### src/rtl/mac_accumulator_16_if.sv
// Product-in / result-out handshake bundle for mac_accumulator_16.
// slave is the accumulator's view; master is the view of the surrounding logic.
`timescale 1ns/1ps
interface mac_accumulator_16_if #(
    parameter int PROD_W = 32,
    parameter int ACC_W  = 40,
    parameter int CNT_W  = 9
);
    logic              prod_valid;
    logic              prod_ready;
    logic [PROD_W-1:0] prod_data;
    logic              prod_last;
    logic              acc_valid;
    logic              acc_ready;
    logic [ACC_W-1:0]  acc_data;
    logic [CNT_W-1:0]  acc_count;
    logic              acc_ovf;
    logic              acc_forced;

    modport slave (
        input  prod_valid, prod_data, prod_last, acc_ready,
        output prod_ready, acc_valid, acc_data, acc_count, acc_ovf, acc_forced
    );

    modport master (
        output prod_valid, prod_data, prod_last, acc_ready,
        input  prod_ready, acc_valid, acc_data, acc_count, acc_ovf, acc_forced
    );
endinterface

### src/rtl/mac_accumulator_16.sv
// Accumulates a stream of multiplier products into one sum per group (closed by last or MAX_TERMS).
// Define MAC_ACC_SATURATE_EN to clamp the sum at all-ones on overflow instead of wrapping.
`timescale 1ns/1ps
module mac_accumulator_16 #(
    parameter int PROD_W    = 32,
    parameter int ACC_W     = 40,
    parameter int MAX_TERMS = 256,
    parameter int CNT_W     = 9
) (
    input  logic                   clk,
    input  logic                   rst,
    mac_accumulator_16_if.slave    bus
);
    localparam logic [0:0] ST_ACCUM = 1'b0;
    localparam logic [0:0] ST_HOLD  = 1'b1;
    localparam logic [CNT_W:0] MAX_CNT = (CNT_W+1)'(MAX_TERMS);

    logic [0:0]       state_q, state_d;
    logic [ACC_W-1:0] acc_q, acc_d;
    logic [CNT_W-1:0] cnt_q, cnt_d;
    logic             ovf_q, ovf_d;
    logic             forced_q, forced_d;
    logic             ready_q;

    logic [ACC_W-1:0] prod_ext;
    logic [ACC_W:0]   sum;
    logic [CNT_W:0]   cnt_inc;
    logic             prod_fire;
    logic             hit_max;
    logic             carry;

    assign prod_ext  = ACC_W'(bus.prod_data);
    assign sum       = {1'b0, acc_q} + {1'b0, prod_ext};
    assign carry     = sum[ACC_W];
    assign cnt_inc   = {1'b0, cnt_q} + {{CNT_W{1'b0}}, 1'b1};
    assign hit_max   = (cnt_inc == MAX_CNT);
    assign prod_fire = bus.prod_valid & ready_q;

    always_comb begin
        state_d  = state_q;
        acc_d    = acc_q;
        cnt_d    = cnt_q;
        ovf_d    = ovf_q;
        forced_d = forced_q;
        case (state_q)
            ST_ACCUM: begin
                if (prod_fire) begin
                    cnt_d = cnt_inc[CNT_W-1:0];
                    if (cnt_q == '0) begin
                        acc_d = prod_ext;
                        ovf_d = 1'b0;
                    end else begin
`ifdef MAC_ACC_SATURATE_EN
                        // Once clamped, the sum stays pinned for the rest of the group.
                        acc_d = (carry || ovf_q) ? {ACC_W{1'b1}} : sum[ACC_W-1:0];
`else
                        acc_d = sum[ACC_W-1:0];
`endif
                        ovf_d = ovf_q | carry;
                    end
                    if (bus.prod_last || hit_max) begin
                        state_d  = ST_HOLD;
                        forced_d = hit_max & ~bus.prod_last;
                    end
                end
            end
            default: begin
                if (bus.acc_ready) begin
                    state_d  = ST_ACCUM;
                    cnt_d    = '0;
                    ovf_d    = 1'b0;
                    forced_d = 1'b0;
                end
            end
        endcase
    end

    // prod_ready is registered so it reads 0 throughout the reset cycle.
    always_ff @(posedge clk) begin
        if (rst) begin
            state_q  <= ST_ACCUM;
            acc_q    <= '0;
            cnt_q    <= '0;
            ovf_q    <= 1'b0;
            forced_q <= 1'b0;
            ready_q  <= 1'b0;
        end else begin
            state_q  <= state_d;
            acc_q    <= acc_d;
            cnt_q    <= cnt_d;
            ovf_q    <= ovf_d;
            forced_q <= forced_d;
            ready_q  <= (state_d == ST_ACCUM);
        end
    end

    assign bus.prod_ready = ready_q;
    assign bus.acc_valid  = (state_q == ST_HOLD);
    assign bus.acc_data   = acc_q;
    assign bus.acc_count  = cnt_q;
    assign bus.acc_ovf    = ovf_q;
    assign bus.acc_forced = forced_q;
endmodule

### src/flat_wrapper.sv
// flat-port wrapper written by rule: the top's interface ports become plain ports
module mac_accumulator_16_flat 
#(
    parameter int PROD_W    = 32,
    parameter int ACC_W     = 40,
    parameter int MAX_TERMS = 256,
    parameter int CNT_W     = 9
)
  (clk, rst, bus_prod_valid, bus_prod_data, bus_prod_last, bus_acc_ready, bus_prod_ready, bus_acc_valid, bus_acc_data, bus_acc_count, bus_acc_ovf, bus_acc_forced);
  mac_accumulator_16_if #(.PROD_W(PROD_W), .ACC_W(ACC_W), .CNT_W(CNT_W)) bus_i ();
  input  logic clk;
  input  logic rst;
  input wire logic [$bits(bus_i.prod_valid)-1:0] bus_prod_valid;
  input wire logic [$bits(bus_i.prod_data)-1:0] bus_prod_data;
  input wire logic [$bits(bus_i.prod_last)-1:0] bus_prod_last;
  input wire logic [$bits(bus_i.acc_ready)-1:0] bus_acc_ready;
  output wire logic [$bits(bus_i.prod_ready)-1:0] bus_prod_ready;
  output wire logic [$bits(bus_i.acc_valid)-1:0] bus_acc_valid;
  output wire logic [$bits(bus_i.acc_data)-1:0] bus_acc_data;
  output wire logic [$bits(bus_i.acc_count)-1:0] bus_acc_count;
  output wire logic [$bits(bus_i.acc_ovf)-1:0] bus_acc_ovf;
  output wire logic [$bits(bus_i.acc_forced)-1:0] bus_acc_forced;
  assign bus_i.prod_valid = bus_prod_valid;
  assign bus_i.prod_data = bus_prod_data;
  assign bus_i.prod_last = bus_prod_last;
  assign bus_i.acc_ready = bus_acc_ready;
  assign bus_prod_ready = bus_i.prod_ready;
  assign bus_acc_valid = bus_i.acc_valid;
  assign bus_acc_data = bus_i.acc_data;
  assign bus_acc_count = bus_i.acc_count;
  assign bus_acc_ovf = bus_i.acc_ovf;
  assign bus_acc_forced = bus_i.acc_forced;
  mac_accumulator_16 #(.PROD_W(PROD_W), .ACC_W(ACC_W), .MAX_TERMS(MAX_TERMS), .CNT_W(CNT_W)) u_core (.clk(clk), .rst(rst), .bus(bus_i));
endmodule
### config.mk
export PLATFORM = sky130hd
export DESIGN_NAME = mac_accumulator_16_flat
export DESIGN_NICKNAME = d
export VERILOG_FILES = /design/src/rtl/mac_accumulator_16_if.sv /design/src/rtl/mac_accumulator_16.sv /design/src/flat_wrapper.sv
export SDC_FILE = /design/constraint.sdc
export NUM_CORES = 1
export LEC_CHECK = 0
export CAP_MARGIN = 20
export CORE_AREA = 5 5 83 104
export CTS_CLUSTER_DIAMETER = 200
export CTS_CLUSTER_SIZE = 25
export DETAILED_ROUTE_END_ITERATION = 10
export DIE_AREA = 0 0 88 109
export PLACE_DENSITY = 0.86
export SYNTH_ARGS = -nofsm -noshare
export SYNTH_HDL_FRONTEND = slang
export SYNTH_SLANG_ARGS = --single-unit
export TNS_END_PERCENT = 100
### constraint.sdc
create_clock -name clk -period 8.2 [get_ports clk]
set_input_delay 0.82 -clock clk [delete_from_list [all_inputs] [get_ports clk]]
set_output_delay 0.82 -clock clk [all_outputs]
set_load 0.005 [all_outputs]
==> results.yml <==
die:
  pin_count: 90
  die-width_um: 88
  rows: 36
  die_area_um2: 9590
  fp.dieH_um: 109
  start_util_pct: 54.2
  core_um2: 7610
sta:
  slew_headroom_pct: 49.1
  drv_slew: 0
  hold_viol: 0
  rsz0062_at_grt: "no"
  max_freq_mhz: 256
  setup_violations: 0
  skew_ns: 0.00736
  worst_slack_ns: 4.29
  finalCritPeriodShare_pct: 47.7
  worst_pin_slew_ns: 0.764
  min_period_ns: 3.91
  tns_ns: 0
layout:
  drive_gt1_share_pct: 4.05
  utilization_pct: 68.2
  multiInputGateArea_um2: 2930
  layout.filler_cells: 655
  num-nets-final: 690
  area_delta_synth_final_pct: 25.9
  diodes: 0
  seq_area_um2: 1060
global_route:
  antenna_found_initial: 0
  grt_overflow: 0
  grtUsageTotal_pct: 24.4
  grt_max_degree: 57
  grt_pass1_wl_um: 19100
  grt_pass1_vias: 4418
placed_design:
  place_ws_ns: 4.03
  dp_hpwl_um: 8210
  routabilityCongestion: 0.850
  numPortBuffers: 89
critical_path:
  worstSetupStartpointType: "input port"
  worstPathArrival_ns: 4.17
  crit_chain: "clkdlybuf4s50_1, ha_1, inv_1, fa_1, nand2b_1, a21o_1, a21oi_1, o21ai_0, a2111oi_1, o31ai_1, or3_1, a21oi_1"
  crit_required_ns: 8.45
  cp-end-kind: "flip-flop"
  crit_top_cell: "a21oi_1"
  critPathMaxStageDelay_ns: 0.61
  crit_type: "in -> reg"
  cpMaxStageDelayCell: "a2111oi_1"
  cp_max_fo: 8
route:
  drc: 0
  antenna_left: 0
  wl_per_cell_um: 15.9
  via_per_inst: 6.17
  finalWirelength_um: 11300
  vias: 4399
  firstDrtPassIters: 5
  initialDrtViolationCount: 309
power:
  p_leak_nw: 2.19
  ir_worst_vdd_v: 0.0000981
  fin_total_pwr_mw: 0.719
  powerDensity_nw_per_um2: 138
synth:
  synth-async-reset-ratio_pct: 0
  synth_area_leaders: "dfxtp_1, ha_1, nand2_1"
  yosysMostFrequentCell: "nand2_1"
  synth_top_cell_area_share_pct: 25.7
  ys_warn_count: 0
  synth_top_cell_by_area: "dfxtp_1"
  ys.flop_type: "dfxtp_1"
  synth_commonest_cells: "nand2_1, nor2_1, dfxtp_1"
  syn_area_um2: 4130
  synth_edf_count: 0
  syn_nets: 618
  ys_seq_area_share_pct: 25.7
  synth_cell_types: 56
  syn_avg_cell_area_um2: 7.57
  synth.ff_latch_count: 53
  postSynthCellCount: 545
status:
  status: "finished, final reports clean"
clocking:
  cts_resized: 0
  ctsHoldBuffers: 0
  htree_levels: 2
  clk_path_buf_depth: 2
  post_cts_buffers: 0
  cts_num_sinks: 53
  cts_made_buffers: 5
  clock_latency_ns: 0.32
  cts_root_buf: "clkbuf_8"
  tritoncts: "done"
  cts.clk_slew.worst_paths_ns: 0.10
job:
  drv_cap: 0
hold_path:
  hold_path.class: "reg -> reg"
-- path summary, 6_finish.rpt --
path / slack, ns / cells after the start / to / start
worst min-delay path: 0.51 / 2 / u_core.bus.acc_data[37] / u_core.bus.acc_data[37]
worst max-delay path: 4.29 / 12 / u_core.bus.acc_data[36] / bus_prod_data[0]
worst max register to register: 4.87 / 11 / u_core.bus.acc_data[36] / u_core.bus.acc_data[0]
worst min register to register: 0.51 / 2 / u_core.bus.acc_data[37] / u_core.bus.acc_data[37]
-- logic make-up (layout without fill, tap and decap cells) --
group | Yosys count | count (layout) | synth area share [%]
AO/OA/AOI/OAI | 172 | 172 | 28.0
XOR/XNOR | 25 | 25 | 5.31
flip-flops | 53 | 53 | 25.7
multiplexers | 5 | 5 | 1.24
adder cells (fa/ha/maj) | 36 | 36 | 11.1
AND/OR/NAND/NOR | 215 | 215 | 25.0
buffers and inverters | 39 | 112 | 3.61
-- layout by cell type, fill, tap and decap left out, drive strengths merged, types with 8 or more instances in the layout --
| master | Yosys | final |
|---|---|---|
| clkdlybuf4s50 | 0 | 89 |
| nand2 | 62 | 62 |
| nor2 | 58 | 58 |
| dfxtp | 53 | 53 |
| a21oi | 47 | 47 |
| ha | 35 | 35 |
| o21ai | 33 | 33 |
| a21o | 18 | 18 |
| nand3 | 17 | 17 |
| a311oi | 17 | 17 |
| xnor2 | 17 | 17 |
| nand2b | 16 | 16 |
| nor3 | 14 | 14 |
| a211oi | 13 | 13 |
| and3 | 13 | 13 |
| inv | 11 | 11 |
| nand4 | 8 | 8 |
| a31oi | 8 | 8 |
| xor2 | 8 | 8 |
-- sequential cells by signal, indices dropped and copies added, names as in the netlist --
signal / count
u_core.bus.prod_ready: 1
u_core.bus.acc_count: 9
u_core.bus.acc_ovf: 1
u_core.bus.acc_data: 40
u_core.bus.acc_forced: 1
u_core.bus.acc_valid: 1
-- final cells by class --
cell class	instances	area share, %
clock buffer	6	1.59
clock inverter	2	0.723
inverter	11	0.795
multi-input combinational	453	56.4
sequential	53	20.4
tap	95	2.29
timing repair buffer	93	17.7
-- worst max-delay path: cells and delay by family --
family | cells | cell delay, ns
buffers and inverters | 2 | 0.53
adder cells (fa/ha/maj) | 2 | 0.55
AND/OR/NAND/NOR | 2 | 0.60
AO/OA/AOI/OAI | 6 | 1.66
-- routing by layer --
layer  global-route usage (%)  wire, µm  vias up
met4                     11.0       299        0
met5                        0         0        -
li1                         -         -     2147
met3                     4.23       762       28
met1                     28.7      4720     2068
met2                     42.7      5560      156
-- per-stage QoR --
step / instances / hold slack, ns / area [µm²]
floorplan: 545 / 0.466 / 4130
global placement: 705 / 0.464 / 5070
detailed placement: 705 / 0.495 / 5070
CTS: 713 / 0.509 / 5190
global route: 713 / 0.532 / 5190
finish: 713 / 0.513 / 5190
-- power by group --
group | switching (mW) | leakage (nW) | internal, mW
registers | 0.0116 | 0.433 | 0.270
clock network | 0.0947 | 0.0574 | 0.0994
logic | 0.131 | 1.70 | 0.112
total | 0.237 | 2.19 | 0.482
No activity file was read; power rests on OpenSTA's default activity.
